`src/rtl/fetch_unit_pkg.sv`:
```
// Shared constants and state encoding for the instruction-fetch sequencer.
// Latency: n/a (types and constants only).
// Backpressure: n/a.
package fetch_unit_pkg;

    localparam int          FETCH_ADDR_W = 16;
    localparam int          FETCH_DATA_W = 16;
    // Amount added to the PC to move to the next instruction.
    localparam logic [7:0]  FETCH_STEP   = 8'd1;
    // Shown on Instr whenever nothing valid is being presented.
    localparam logic [15:0] FETCH_NOP    = 16'h0000;

    typedef enum logic [1:0] {
        S_START = 2'd0,
        S_FETCH = 2'd1,
        S_WAIT  = 2'd2,
        S_VALID = 2'd3
    } fetch_state_t;

endpackage

```
`src/rtl/fetch_unit_if.sv`:
```
// Bundle of every non-clock signal between fetch_unit and its neighbours.
// Latency: n/a (wires only).
// Backpressure: InstrValid/InstrReady handshake towards decode.
// Groups: PC control (PC, PcIncrement, PcIn, PcImm, PcWriteEnable),
//         instruction memory (MemAddr, MemRead, MemData),
//         redirect (BranchValid, BranchTarget),
//         decode (InstrValid, Instr, InstrPC, InstrReady).
// master = fetch_unit side, slave = PC / memory / execute / decode side.
interface fetch_unit_if #(
    parameter int ADDR_W = fetch_unit_pkg::FETCH_ADDR_W,
    parameter int DATA_W = fetch_unit_pkg::FETCH_DATA_W
);
    logic [ADDR_W-1:0] PC;
    logic              PcIncrement;
    logic [7:0]        PcIn;
    logic [ADDR_W-1:0] PcImm;
    logic              PcWriteEnable;

    logic [ADDR_W-1:0] MemAddr;
    logic              MemRead;
    logic [DATA_W-1:0] MemData;

    logic              BranchValid;
    logic [ADDR_W-1:0] BranchTarget;

    logic              InstrValid;
    logic [DATA_W-1:0] Instr;
    logic [ADDR_W-1:0] InstrPC;
    logic              InstrReady;

    modport master (
        input  PC, MemData, BranchValid, BranchTarget, InstrReady,
        output PcIncrement, PcIn, PcImm, PcWriteEnable,
               MemAddr, MemRead, InstrValid, Instr, InstrPC
    );

    modport slave (
        output PC, MemData, BranchValid, BranchTarget, InstrReady,
        input  PcIncrement, PcIn, PcImm, PcWriteEnable,
               MemAddr, MemRead, InstrValid, Instr, InstrPC
    );

endinterface

```
`src/rtl/fetch_unit.sv`:
```
// Instruction-fetch sequencer: steers the PC, reads a 1-cycle-latency BRAM, presents one instr to decode.
// Latency: 2 cycles from S_FETCH to InstrValid; at best one instruction every 3 cycles.
// Backpressure: holds Instr/InstrPC in S_VALID until InstrReady; a branch redirect overrides everything.
// Ports: Clock, Reset (async, active-low), bus (fetch_unit_if.master: PC control,
//        memory read, branch redirect, decode handshake).
module fetch_unit
    import fetch_unit_pkg::*;
#(
    parameter int              ADDR_W    = FETCH_ADDR_W,
    parameter int              DATA_W    = FETCH_DATA_W,
    parameter logic [7:0]      STEP      = FETCH_STEP,
    parameter logic [DATA_W-1:0] NOP_INSTR = DATA_W'(FETCH_NOP)
) (
    input  logic         Clock,
    input  logic         Reset,
    fetch_unit_if.master bus
);

    fetch_state_t      state_q;
    fetch_state_t      state_d;

    logic              valid_q;
    logic [DATA_W-1:0] instr_q;
    logic [ADDR_W-1:0] instr_pc_q;

    // The cycle straight after reset ignores redirects: the PC already sits at
    // the reset vector, so there is nothing to correct.
    logic branch_take;
    assign branch_take = bus.BranchValid && (state_q != S_START);

    // State register
    always_ff @(posedge Clock or negedge Reset) begin
        if (!Reset) begin
            state_q <= S_START;
        end else begin
            state_q <= state_d;
        end
    end

    // Next-state logic
    always_comb begin
        state_d = state_q;
        case (state_q)
            S_START: state_d = S_FETCH;
            S_FETCH: state_d = S_WAIT;
            S_WAIT:  state_d = S_VALID;
            S_VALID: if (bus.InstrReady) state_d = S_FETCH;
            default: state_d = S_START;
        endcase
        // A redirect restarts fetching from the target no matter where we were.
        if (branch_take) begin
            state_d = S_FETCH;
        end
    end

    // Output decode for the PC and memory controls.
    // The PC clears itself if neither increment nor write-enable is set, so
    // PcIncrement stays high permanently and PcIn=0 is used to hold.
    always_comb begin
        bus.PcIncrement   = 1'b1;
        bus.PcIn          = 8'd0;
        bus.PcWriteEnable = branch_take;
        bus.PcImm         = branch_take ? bus.BranchTarget : '0;
        bus.MemAddr       = bus.PC;
        bus.MemRead       = (state_q == S_FETCH);
        // Advance on the same edge that captures the returning data, unless a
        // redirect is discarding that data.
        if ((state_q == S_WAIT) && !branch_take) begin
            bus.PcIn = STEP;
        end
    end

    // Instruction register, its address and the valid flag.
    always_ff @(posedge Clock or negedge Reset) begin
        if (!Reset) begin
            valid_q    <= 1'b0;
            instr_q    <= NOP_INSTR;
            instr_pc_q <= '0;
        end else if (branch_take) begin
            // Drops both a presented instruction and any read still in flight.
            valid_q <= 1'b0;
            instr_q <= NOP_INSTR;
        end else if (state_q == S_WAIT) begin
            valid_q    <= 1'b1;
            instr_q    <= bus.MemData;
            instr_pc_q <= bus.PC;
        end else if ((state_q == S_VALID) && bus.InstrReady) begin
            valid_q <= 1'b0;
            instr_q <= NOP_INSTR;
        end
    end

    assign bus.InstrValid = valid_q;
    assign bus.Instr      = instr_q;
    assign bus.InstrPC    = instr_pc_q;

endmodule

```
`src/flat_wrapper.sv`:
```
// flat-port wrapper written by rule: the top's interface ports become plain ports
module fetch_unit_flat import fetch_unit_pkg::*;
#(
    parameter int              ADDR_W    = FETCH_ADDR_W,
    parameter int              DATA_W    = FETCH_DATA_W,
    parameter logic [7:0]      STEP      = FETCH_STEP,
    parameter logic [DATA_W-1:0] NOP_INSTR = DATA_W'(FETCH_NOP)
)
  (Clock, Reset, bus_PC, bus_MemData, bus_BranchValid, bus_BranchTarget, bus_InstrReady, bus_PcIncrement, bus_PcIn, bus_PcImm, bus_PcWriteEnable, bus_MemAddr, bus_MemRead, bus_InstrValid, bus_Instr, bus_InstrPC);
  fetch_unit_if #(.ADDR_W(ADDR_W), .DATA_W(DATA_W)) bus_i ();
  input  logic Clock;
  input  logic Reset;
  input wire logic [$bits(bus_i.PC)-1:0] bus_PC;
  input wire logic [$bits(bus_i.MemData)-1:0] bus_MemData;
  input wire logic [$bits(bus_i.BranchValid)-1:0] bus_BranchValid;
  input wire logic [$bits(bus_i.BranchTarget)-1:0] bus_BranchTarget;
  input wire logic [$bits(bus_i.InstrReady)-1:0] bus_InstrReady;
  output wire logic [$bits(bus_i.PcIncrement)-1:0] bus_PcIncrement;
  output wire logic [$bits(bus_i.PcIn)-1:0] bus_PcIn;
  output wire logic [$bits(bus_i.PcImm)-1:0] bus_PcImm;
  output wire logic [$bits(bus_i.PcWriteEnable)-1:0] bus_PcWriteEnable;
  output wire logic [$bits(bus_i.MemAddr)-1:0] bus_MemAddr;
  output wire logic [$bits(bus_i.MemRead)-1:0] bus_MemRead;
  output wire logic [$bits(bus_i.InstrValid)-1:0] bus_InstrValid;
  output wire logic [$bits(bus_i.Instr)-1:0] bus_Instr;
  output wire logic [$bits(bus_i.InstrPC)-1:0] bus_InstrPC;
  assign bus_i.PC = bus_PC;
  assign bus_i.MemData = bus_MemData;
  assign bus_i.BranchValid = bus_BranchValid;
  assign bus_i.BranchTarget = bus_BranchTarget;
  assign bus_i.InstrReady = bus_InstrReady;
  assign bus_PcIncrement = bus_i.PcIncrement;
  assign bus_PcIn = bus_i.PcIn;
  assign bus_PcImm = bus_i.PcImm;
  assign bus_PcWriteEnable = bus_i.PcWriteEnable;
  assign bus_MemAddr = bus_i.MemAddr;
  assign bus_MemRead = bus_i.MemRead;
  assign bus_InstrValid = bus_i.InstrValid;
  assign bus_Instr = bus_i.Instr;
  assign bus_InstrPC = bus_i.InstrPC;
  fetch_unit #(.ADDR_W(ADDR_W), .DATA_W(DATA_W), .STEP(STEP), .NOP_INSTR(NOP_INSTR)) u_core (.Clock(Clock), .Reset(Reset), .bus(bus_i));
endmodule
```
`config.mk`:
```
export PLATFORM = sky130hd
export DESIGN_NAME = fetch_unit_flat
export DESIGN_NICKNAME = d
export VERILOG_FILES = /design/src/rtl/fetch_unit_pkg.sv /design/src/rtl/fetch_unit_if.sv /design/src/rtl/fetch_unit.sv /design/src/flat_wrapper.sv
export SDC_FILE = /design/constraint.sdc
export NUM_CORES = 1
export LEC_CHECK = 0
export BUFFER_PORTS_ARGS = -buffer_cell sky130_fd_sc_hd__buf_2
export CORE_MARGIN = 2
export CORE_UTILIZATION = 40
export CTS_CLUSTER_DIAMETER = 60
export DETAILED_ROUTE_END_ITERATION = 6
export GPL_TIMING_DRIVEN = 0
export MAX_ROUTING_LAYER = met4
export PLACE_DENSITY = 0.8
export SETUP_SLACK_MARGIN = 0.05
export SLEW_MARGIN = 25
export SYNTH_ARGS = -nofsm -noshare
export SYNTH_HDL_FRONTEND = slang
export SYNTH_SLANG_ARGS = --single-unit
```
`constraint.sdc`:
```
create_clock -name Clock -period 2.15 [get_ports Clock]
set_clock_uncertainty 0.05 [all_clocks]
set_input_delay 0.215 -clock Clock [delete_from_list [all_inputs] [get_ports Clock]]
set_output_delay 0.215 -clock Clock [all_outputs]
set_load 0.02 [all_outputs]
```
Yosys cells after proc, flatten, opt, wreduce, memory -nomap -nowiden
Cells that the tools add are included.
Widths: inputs -> output; s select.
- bits of input ports: 52
- register bits after elaboration: 35
- bitwise operators: 1
- reductions and logical operators: 8
- mux-type cells: 11
- equal/unequal tests: 4
- operators with widths (cell ; number):
    $mux 16 ; 4
    $pmux 2 s4 ; 1
    $eq 2x2->1 const B ; 2
    $mux 1 ; 4
    $mux 2 ; 2
    $logic_and 1x1->1 ; 3
    $ne 3x2->1 const B ; 1
    $reduce_bool 3->1 ; 1
    $eq 2x1->1 const B ; 1
    $logic_not 2->1 ; 1
    $reduce_and 2->1 ; 1
    $reduce_bool 2->1 ; 1
    $logic_not 1->1 ; 1
    $not 1->1 ; 1

Depth between registers and ports, before layout
Gate-level depths: netlist of run 1.
- word-level depth: 5
- gate-level depth with buffers: 7
- gate-level depth less buffers: 5

Worst setup path before layout of run 1
No wires, ideal clock.
- path type: reg2out
- start: register u_core.state_q[0]
- end: output bus_PcImm[10]
- cell stages (with the launch flop): 7
- data arrival time: 1.404 ns
- data required time: 1.885 ns
- slack: 0.481 ns
- cells stage by stage: dfrtp_1 > inv_1 > ha_1 > nand2b_4 > inv_1 > buf_2 > and2_1
- word-level cells in the longest chain between the ends: 3
- RTL lines (what ; RTL line ; source):
    from (decl) ; fetch_unit.sv:19 ; fetch_state_t state_q;
    from (signal assigned) ; fetch_unit.sv:36 ; state_q <= state_d;
    $reduce_bool 2->1 ; fetch_unit.sv:29 ; assign branch_take = bus.BranchValid && (state_q != S_START);
    $logic_and 1x1->1 ; fetch_unit.sv:29 ;
    net bus_PcWriteEnable ; flat_wrapper.sv:21 ; output wire logic [$bits(bus_i.PcWriteEnable)-1:0] bus_PcWriteEnable;
    $mux 16 ; fetch_unit.sv:63 ; bus.PcImm = branch_take ? bus.BranchTarget : '0;
    to (decl) ; flat_wrapper.sv:20 ; output wire logic [$bits(bus_i.PcImm)-1:0] bus_PcImm;
The timed path passes the listed nets, and every way through them passes these cells.

Worst setup path in the final report of run 1
- start: register u_core.state_q[1]
- end: output bus_PcImm[10]
- word-level cells in the longest chain between the ends: 3
- RTL lines (what ; RTL line):
    $reduce_bool 2->1 ; fetch_unit.sv:29
    $logic_and 1x1->1 ; fetch_unit.sv:29
    $mux 16 ; fetch_unit.sv:63
Every way passes these cells.

==> metrics.md, run 1 <==
| Metric | Value |
|---|---|
| Status | completed |
| Setup crit start kind | flop |
| Area of the multi-input gates | 637 um^2 |
| Share of post-route cells with drive strength above 1 | 71.6% |
| Commonest non-fill, non-tap cell in the layout | buf_2 |
| Total gr overflow | 0 |
| Die W | 69.9 um |
| # setup viols final | 0 |
| Hold depth | 2 |
| Overall Global Routing Usage | 17.1% |
| P_leak | 1.47 nW |
| Worst EP arrival | 1.70 ns |
| Post-Route WL | 3790 um |
| R2r worst-path depth | 7 |
| Worst rel slew slack | 49.2% |
| CTS buffer count | 5 |
| CTS tree | yes |
| Maximum clock path buffer count | 2 |
| Initial antenna violation count | 0 |
| Final #Nets | 330 |
| Largest net degree at the start of global routing | 36 |
| Die area | 0.00489 mm^2 |
| Post-synthesis sequential area ratio | 50.4% |
| Via count | 1448 |
| Fillcell total | 345 |
| Slew @ Worst Pin | 0.761 ns |
| CP Max Fanout | 10 |
| Slew Limit Fails | 0 |
| Synth-to-layout area growth | 45.0% |
| Mapped Area | 0.00174 mm^2 |
| Input/output buffers | 119 |
| Yosys cell types | 21 |
| Final Hold Viols | 0 |
| Initial Util | 42.5% |
| RSZ-0062 raised after global routing | false |
| Crit end category | primary output |
| Number of DRC markers in iteration 0 | 73 |
| Vias in the first global route | 1474 |
| Register area | 876 um^2 |
| CP Class | flop to primary output |
| Setup slack, reg-to-reg | 0.43 ns |
| TritonRoute pass-1 iters | 4 |
| Setup TNS | 0 ns |
| Post-Synthesis Cells | 138 |
| Power per cell area | 1110 mW/mm^2 |
| Commonest cells after routing, fill and taps aside | 119 x buf_2, 35 x dfrtp_1, 27 x buf_4 |
| Diode count | 0 |
| H-tree levels | 2 |
| Clk_lat worst skew | 0.27 ns |
| Final period util | 91.6% |
| First-pass GRT wire length | 6530 um |
| Routed Antenna Nets | 0 |
| # IOs | 128 |
| Core Rows | 23 |
| Hold Crit Class | input port to flop |
| Data required time of the worst path | 1.88 ns |
| CTS clk-pin slew, worst paths | 0.06 ns |
| Worst-path cell chain | inv_1 > ha_1 > nand2b_4 > clkinvlp_4 > buf_4 > and2_1 > buf_2 |
| Yosys Warn Count | 0 |
| CP peak stage delay | 0.41 ns |
| #FFs+latches synth | 35 |
| Average size of a mapped cell | 12.6 um^2 |
| Max-cap violations | 0 |
| Die Span Y | 69.9 um |
| Final GP Congestion | 0.789 |
| Fmax | 508 MHz |
| Minimum clock period | 1.97 ns |
| Hpwl dp | 3060 um |
| Fin Hold WS | 0.118 ns |
| Worst path slowest cell | dfrtp_1 |
| Average vias per placed instance | 4.51 |
| WL/cell | 11.8 um |
| Worst vdd ir | 0.513 mV |
| Root Buffer | clkbuf_8 |
| Remaining routing DRC violations | 0 |
| TritonCTS Sinks | 35 |
| Core area | 0.00409 mm^2 |
==> routing by layer <==
metal | share of wire, % | GRT usage (%) | vias to the layer above
met3 | 6.9 | 3.90 | 5
met1 | 36 | 17.4 | 682
li1 | - | - | 695
met5 | 0 | - | -
met4 | 1.6 | 6.84 | 0
met2 | 55 | 31.5 | 66
==> Yosys cell counts <==
cell type / number / area share (%)
buf_2: 1 / 0.29
o21ai_0: 1 / 0.29
a22o_2: 15 / 8.6
and2_1: 16 / 5.8
nand2_2: 1 / 0.36
and2_4: 1 / 0.50
mux2_2: 17 / 11
a21oi_1: 2 / 0.58
buf_6: 4 / 2.6
nand2_1: 2 / 0.43
nand2b_4: 1 / 0.79
inv_1: 4 / 0.86
or2_2: 1 / 0.36
nand2b_1: 1 / 0.36
nand3_1: 1 / 0.29
a22o_1: 1 / 0.50
dfrtp_1: 35 / 50
and2_2: 1 / 0.43
buf_4: 25 / 11
conb_1: 2 / 0.43
ha_1: 6 / 4.3
==> final cells by class <==
class                   instances  share of cell area, %
plain buffers                  30                   9.53
flip-flops and latches         35                   34.8
inverters                       4                  0.745
multi-input cells              75                   25.3
repair buffers                121                   24.3
clock buffers                   6                   2.88
well taps                      50                   2.48
==> path summary, 6_finish.rpt <==
path                                                      start                                  to
worst max register to register    u_core.state_q[0]$_DFFE_PN0P_    u_core.bus.Instr[10]$_DFFE_PN0P_
worst min-delay path                             bus_MemData[1]     u_core.bus.Instr[1]$_DFFE_PN0P_
max in group asynchronous                                 Reset   u_core.bus.InstrPC[9]$_DFFE_PN0P_
worst max-delay path              u_core.state_q[1]$_DFFE_PN0P_                       bus_PcImm[10]
min in group asynchronous                                 Reset  u_core.bus.InstrPC[14]$_DFFE_PN0P_
worst min register to register  u_core.bus.Instr[3]$_DFFE_PN0P_     u_core.bus.Instr[3]$_DFFE_PN0P_
==> cell families after synthesis <==
| group | Yosys count | synth area share [%] |
|---|---|---|
| compound gates | 19 | 10.0 |
| fa+ha+maj | 6 | 4.32 |
| buf+inv | 34 | 14.5 |
| flops | 35 | 50.4 |
| mux | 17 | 11.0 |
| other cells | 2 | 0.432 |
| simple gates | 25 | 9.29 |
==> repair_timing <==
item                                   CTS  global route
hold buffers                             1             0
gates resized for setup                  1             3
endpoints found under the hold margin   35             0
buffers inserted                         0             1
setup endpoints to repair                6            10
==> state kept, by name (all words and copies together), names as in the netlist <==
name / cells
u_core.bus.Instr: 16
u_core.state_q: 2
u_core.bus.InstrPC: 16
u_core.bus.InstrValid: 1
==> power by group <==
part / total (mW) / switching (mW) / internal (mW) / leakage [nW]
combinational: 1.38 / 0.777 / 0.598 / 0.987
clock: 0.412 / 0.197 / 0.215 / 0.0371
sequential: 1.00 / 0.114 / 0.891 / 0.450
total: 2.79 / 1.09 / 1.70 / 1.47
==> per-stage QoR <==
| stage | setup WS, ns | area [um^2] | util, % | power, mW | instances |
|---|---|---|---|---|---|
| floorplan | 0.481 | 1760 | - | 1.94 | 144 |
| global placement | 0.369 | 2420 | 59.2 | 2.35 | 313 |
| detailed placement | 0.326 | 2420 | 59.2 | 2.39 | 313 |
| CTS | 0.0581 | 2500 | 61.3 | 2.82 | 320 |
| global route | 0.0564 | 2520 | 61.7 | 3.00 | 321 |
| finish | 0.180 | 2520 | 61.7 | 2.79 | 321 |
==> worst max-delay path: cells and delay by family, from the launching register on <==
family	cells	cell delay, ns
simple gates	2	0.33
fa+ha+maj	1	0.15
flops	1	0.41
buf+inv	4	0.53
Power figures use the tool's default switching activity.
==> inputs of run 2 (changes only) <==
--- a/config.mk
+++ b/config.mk
@@ -6,7 +6,7 @@
 export NUM_CORES = 1
 export LEC_CHECK = 0
 export BUFFER_PORTS_ARGS = -buffer_cell sky130_fd_sc_hd__buf_2
-export CORE_MARGIN = 2
+export CORE_MARGIN = 3
 export CORE_UTILIZATION = 40
 export CTS_CLUSTER_DIAMETER = 60
 export DETAILED_ROUTE_END_ITERATION = 6
==> run 2 against run 1 <==
  * Utilization up 0.31 points
  * Cell count grew 0.62%
  * Hold slack worse by 0.018 ns
  * Combinational power about the same
  * Count of clock-buffer cells in the layout unchanged
  * Global-route usage shrank 1.1 points
  * Fmax hardly changed
  * Non-clock buffer count unchanged
  * Critical path depth unchanged
  * Register-to-register slack about the same
  * Via count down 1.6%
  * Largest cell class unchanged
  * Highest routed layer unchanged
==> metrics.md, run 2 (same netlist as run 1, synthesis figures left out) <==
| Metric | Value |
|---|---|
| Minimum clock period | 1.97 ns |
| Switching Power | 1.13 mW |
| Share of post-route cells with drive strength above 1 | 72.2% |
| Data required time of the worst path | 1.88 ns |
| Via count | 1425 |
| TritonRoute pass-1 iters | 4 |
| Worst vdd ir | 0.586 mV |
| Overall Global Routing Usage | 16.0% |
| Place WS | 0.346 ns |
| RSZ-0062 raised after global routing | true |
| Final setup margin | 0.181 ns |
| CTS clk-pin slew, worst paths | 0.07 ns |
| Hpwl dp | 3140 um |
| Routed Antenna Nets | 0 |
| Diode count | 0 |
| Input/output buffers | 119 |
| GR peak layer | met2 |
| Remaining routing DRC violations | 0 |
| Number of DRC markers in iteration 0 | 63 |
| Root Buffer | clkbuf_8 |
| First-pass GRT wire length | 6310 um |
| GRT met2 Usage | 29.4% |
| Worst EP arrival | 1.70 ns |
| Synth-to-layout area growth | 45.7% |
| Die W | 71.9 um |
| Seq pwr share | 35.3% |
| Fin Hold WS | 0.0991 ns |
| # IOs | 128 |
| P_int | 1.72 mW |
| Commonest cells after routing, fill and taps aside | 119 x buf_2, 35 x dfrtp_1, 27 x buf_4 |
| Finished layout cell area | 0.00253 mm^2 |
| TritonCTS Sinks | 35 |
| Core Rows | 23 |
| # setup viols final | 0 |
| Fillcell total | 335 |
| Setup TNS | 0 ns |
| CTS tree | yes |
| H-tree levels | 2 |
| Final #Nets | 330 |
| Final GP Congestion | 0.759 |
| Crit end category | primary output |
| Die Span Y | 71.9 um |
| Clk_lat worst skew | 0.29 ns |
| Largest net degree at the start of global routing | 36 |
| Total power | 2.84 mW |
| Maximum clock path buffer count | 2 |
| Core area | 0.00409 mm^2 |
| P_leak | 1.48 nW |
| Die area | 0.00517 mm^2 |
| Total gr overflow | 0 |
| Switching part of the total | 39.6% |
| Final period util | 91.6% |
| Hold Crit Class | input port to flop |
| Initial antenna violation count | 0 |
| GRT met3 Usage | 4.16% |
| CP Max Fanout | 10 |
| WL/cell | 12.3 um |
| CTS buffer count | 5 |
| Cell Area, Placed | 0.00242 mm^2 |
| Fmax | 508 MHz |
| Commonest non-fill, non-tap cell in the layout | buf_2 |
| Max-cap violations | 0 |
| Status | completed |
| Vias in the first global route | 1493 |
| Post-Route WL | 3980 um |
| Initial Util | 42.5% |
| Clk pwr share | 16.0% |
| M1 GR Usage | 16.1% |
| Average vias per placed instance | 4.41 |
| Slew Limit Fails | 0 |
| Setup crit start kind | flop |
| Worst rel slew slack | 48.7% |
| Power per cell area | 1120 mW/mm^2 |
| Comb power frac | 48.7% |
| Final Hold Viols | 0 |
| Slew @ Worst Pin | 0.770 ns |
| CP Class | flop to primary output |
[run 2: timing repair]
item	in CTS	in global routing
buffers inserted	0	1
endpoints found under the setup margin	8	10
hold buffers	1	0
endpoints found under the hold margin	35	0
gates resized for setup	1	4
[run 2: final timing paths]
check | cells after the start | from | slack, ns | to
setup / recovery | 7 | u_core.state_q[0]$_DFFE_PN0P_ | 0.18 | bus_PcImm[9]
hold / removal | 2 | bus_MemData[3] | 0.1 | u_core.bus.Instr[3]$_DFFE_PN0P_
setup reg to reg | 7 | u_core.state_q[0]$_DFFE_PN0P_ | 0.44 | u_core.bus.Instr[10]$_DFFE_PN0P_
hold reg to reg | 1 | u_core.bus.Instr[13]$_DFFE_PN0P_ | 0.44 | u_core.bus.Instr[13]$_DFFE_PN0P_
max in group asynchronous | 2 | Reset | 1.04 | u_core.bus.Instr[12]$_DFFE_PN0P_
min in group asynchronous | 2 | Reset | 0.50 | u_core.bus.InstrPC[11]$_DFFE_PN0P_
[run 2: final cells by class]
type / instances / area, um^2 / share of cell area (%)
multi-input combinational: 75 / 637 / 25.1
sequential: 35 / 876 / 34.6
clock inverter: 2 / 12.5 / 0.494
tap: 50 / 62.6 / 2.47
timing repair buffer: 121 / 613 / 24.2
inverter: 4 / 18.8 / 0.741
buffer: 30 / 240 / 9.49
clock buffer: 6 / 72.6 / 2.87
[run 2: metrics by stage]
stage / instances / utilization, %
final: 323 / 62.0
after global routing: 323 / 62.0
after CTS: 322 / 61.6
after detailed placement: 313 / 59.2
after global placement: 313 / 59.2
after floorplan: 144 / -
[run 2: critical path, cell delays in order, from the launching register on]
cell and delay [ns]:
dfrtp_1 0.42, inv_2 0.10, ha_1 0.15, nand2b_4 0.18
clkinvlp_4 0.10, buf_4 0.16, and2_1 0.15, buf_2 0.15
[run 2: routing by layer]
layer	up-vias	routed length, um
met5	-	0
met4	0	65
met3	6	344
met2	71	2130
met1	652	1430
li1	696	-
[run 2: power groups by stage]
stage | registers [mW] | clock network [mW] | logic (mW)
2_1_floorplan | 1.29 | 0 | 0.650
3_3_place_gp | 1.00 | 0 | 1.36
3_5_place_dp | 1.01 | 0 | 1.38
4_1_cts | 1.00 | 0.475 | 1.39
5_1_grt | 1.04 | 0.512 | 1.50
6_report | 1.00 | 0.455 | 1.38
==> inputs of run 3 (changes only) <==
--- a/config.mk
+++ b/config.mk
@@ -10,10 +10,9 @@
 export CORE_UTILIZATION = 40
 export CTS_CLUSTER_DIAMETER = 60
 export DETAILED_ROUTE_END_ITERATION = 6
-export GPL_TIMING_DRIVEN = 0
 export MAX_ROUTING_LAYER = met4
 export PLACE_DENSITY = 0.8
-export SETUP_SLACK_MARGIN = 0.05
+export SETUP_SLACK_MARGIN = 0.2
 export SLEW_MARGIN = 25
 export SYNTH_ARGS = -nofsm -noshare
 export SYNTH_HDL_FRONTEND = slang
==> run 3 against run 2 <==
  * Total power grew 7.6%
  * Count of clock-buffer cells in the layout increased by 1
  * Critical path depth shrank 1
  * Combinational power increased by 11%
  * Non-clock buffer count is 22 lower
  * Sequential cell count did not move
  * Global-route usage decreased by 0.46 points
  * Die area stayed put
  * Clock power grew 13%
  * Cell count fell by 5.9%
  * Via count is 2.6% lower
==> metrics.md, run 3 (same netlist as run 1, synthesis figures left out) <==
| Metric | Value |
|---|---|
| Status | completed |
| Remaining routing DRC violations | 0 |
| Final GP Congestion | 0.742 |
| Worst path slowest cell | dfrtp_1 |
| First-pass GRT wire length | 6220 um |
| Initial antenna violation count | 0 |
| Initial Util | 42.5% |
| Switching part of the total | 38.6% |
| Comb power frac | 50.2% |
| Clk pwr share | 16.8% |
| CP peak stage delay | 0.42 ns |
| Final #Nets | 311 |
| Fin cells | 304 |
| Data required time of the worst path | 1.88 ns |
| WL/cell | 13.8 um |
| TritonCTS Sinks | 35 |
| Fmax | 523 MHz |
| Die Span Y | 71.9 um |
| Largest net degree at the start of global routing | 36 |
| # setup viols final | 0 |
| Worst rel slew slack | 49.4% |
| Die W | 71.9 um |
| CP Class | flop to primary output |
| Diode count | 0 |
| CTS buffer count | 5 |
| Root Buffer | clkbuf_8 |
| Number of DRC markers in iteration 0 | 35 |
| Crit path to | bus_PcImm[8] |
| Maximum clock path buffer count | 2 |
| Total gr overflow | 0 |
| Worst Setup SP | u_core.state_q[1]$_DFFE_PN0P_ |
| Hpwl dp | 3000 um |
| Final Hold Viols | 0 |
| Final period util | 89.0% |
| Input/output buffers | 119 |
| Total power | 3.06 mW |
| Worst EP arrival | 1.65 ns |
| Post-Route WL | 4210 um |
| Hold Crit Class | input port to flop |
| R2r worst-path depth | 6 |
| Crit end category | primary output |
| Overall Global Routing Usage | 15.6% |
| Reg2reg start | u_core.state_q[1]$_DFFE_PN0P_ |
| Routed Antenna Nets | 0 |
| Setup slack, reg-to-reg | 0.41 ns |
| Worst-path cell chain | inv_2 > ha_4 > nand2b_4 > clkinvlp_4 > and2_4 > buf_6 |
| Worst vdd ir | 0.622 mV |
| Core Rows | 23 |
| Power per cell area | 1200 mW/mm^2 |
| Synth-to-layout area growth | 46.7% |
| Max-cap violations | 0 |
| Clk_lat worst skew | 0.27 ns |
| Setup TNS | 0 ns |
| Die area | 0.00517 mm^2 |
| CP Max Fanout | 6 |
| Average vias per placed instance | 4.57 |
| Fillcell total | 329 |
| Share of post-route cells with drive strength above 1 | 77.6% |
| Cell Count Post-Placement | 283 |
| Minimum clock period | 1.91 ns |
| Slew @ Worst Pin | 0.760 ns |
| P_int | 1.88 mW |
| P_leak | 1.41 nW |
| Core area | 0.00409 mm^2 |
| Setup crit start kind | flop |
| TritonRoute pass-1 iters | 2 |
| Vias in the first global route | 1438 |
| H-tree levels | 2 |
| Via count | 1388 |
| # IOs | 128 |
| Commonest non-fill, non-tap cell in the layout | buf_2 |
| Worst r2r dst | u_core.bus.Instr[12]$_DFFE_PN0P_ |
| RSZ-0062 raised after global routing | true |
| Seq pwr share | 33.0% |
| CTS clk-pin slew, worst paths | 0.07 ns |
| Commonest cells after routing, fill and taps aside | 103 x buf_2, 34 x dfrtp_1, 17 x and2_4, 17 x mux2_2, 15 x a22o_2 |
| Switching Power | 1.18 mW |
| CTS tree | yes |
| Slew Limit Fails | 0 |
[run 3: changes by cell type in the layout (fill, tap and decap cells not counted), moves of 2 or more]
cell,before,now
and2_1,16,0
and2_4,1,17
buf_2,119,103
buf_4,27,11
buf_6,4,14
clkinvlp_4,2,5
clkbuf_8,5,7
[run 3: power by group through the flow]
| stage | combinational (mW) | clock [mW] | sequential, mW |
|---|---|---|---|
| 2_1_floorplan | 0.650 | 0 | 1.29 |
| 3_3_place_gp | 1.26 | 0 | 1.00 |
| 3_5_place_dp | 1.29 | 0 | 1.02 |
| 4_1_cts | 1.33 | 0.539 | 1.01 |
| 5_1_grt | 1.64 | 0.569 | 1.04 |
| 6_report | 1.53 | 0.515 | 1.01 |
[run 3: worst min-delay path by stage]
stage,from,end,slack (ns),cells past startpoint
2_1_floorplan,Reset,u_core.bus.InstrPC[0]$_DFFE_PN0P_,-0.13,0
3_3_place_gp,Reset,u_core.bus.InstrPC[7]$_DFFE_PN0P_,0.28,1
3_5_place_dp,Reset,u_core.bus.InstrPC[12]$_DFFE_PN0P_,0.29,1
4_1_cts,bus_MemData[14],u_core.bus.Instr[14]$_DFFE_PN0P_,0.11,2
5_1_grt,bus_MemData[14],u_core.bus.Instr[14]$_DFFE_PN0P_,0.10,2
6_report,bus_MemData[7],u_core.bus.Instr[7]$_DFFE_PN0P_,0.12,2
[run 3: stage by stage]
step	instance area, um^2	setup WS (ns)	hold WS (ns)	util [%]
3_3_place_gp	2180	0.452	0.277	53.4
6_report	2550	0.236	0.115	62.4
2_1_floorplan	1760	0.481	-0.131	-
5_1_grt	2550	0.136	0.103	62.4
3_5_place_dp	2180	0.383	0.292	53.4
4_1_cts	2330	0.168	0.106	57.0
[run 3: critical path, delay by kind of cell (launching register included)]
family	cells	cell delay, ns
adders and majority gates	1	0.14
buffers and inverters	3	0.41
DFF	1	0.42
and+or+nand+nor	2	0.39
[run 3: timing repair]
action	CTS	global route
endpoints found under the setup margin	18	17
gates resized for setup	3	54
endpoints found under the hold margin	35	0
buffers inserted	2	7
pin swaps	0	15
gates cloned	2	1
hold buffers	1	0
[run 3: area by class of cell]
type                       count  area [um^2]  share of cell area [%]
inverter                       4         18.8                   0.736
sequential                    35          877                    34.4
timing repair inverter         3         22.5                   0.884
tap                           50         62.6                    2.45
timing repair buffer         129          766                    30.0
clock inverter                 1         7.51                   0.295
clock buffer                   7         96.3                    3.78
multi-input combinational     75          698                    27.4
[run 3: layer usage]
layer	vias to the layer above	global-route usage [%]	part of all wire, %
li1	664	-	-
met1	659	17.5	37
met2	63	28.0	55
met3	2	3.19	6.7
met4	0	4.38	0.74
met5	-	-	0
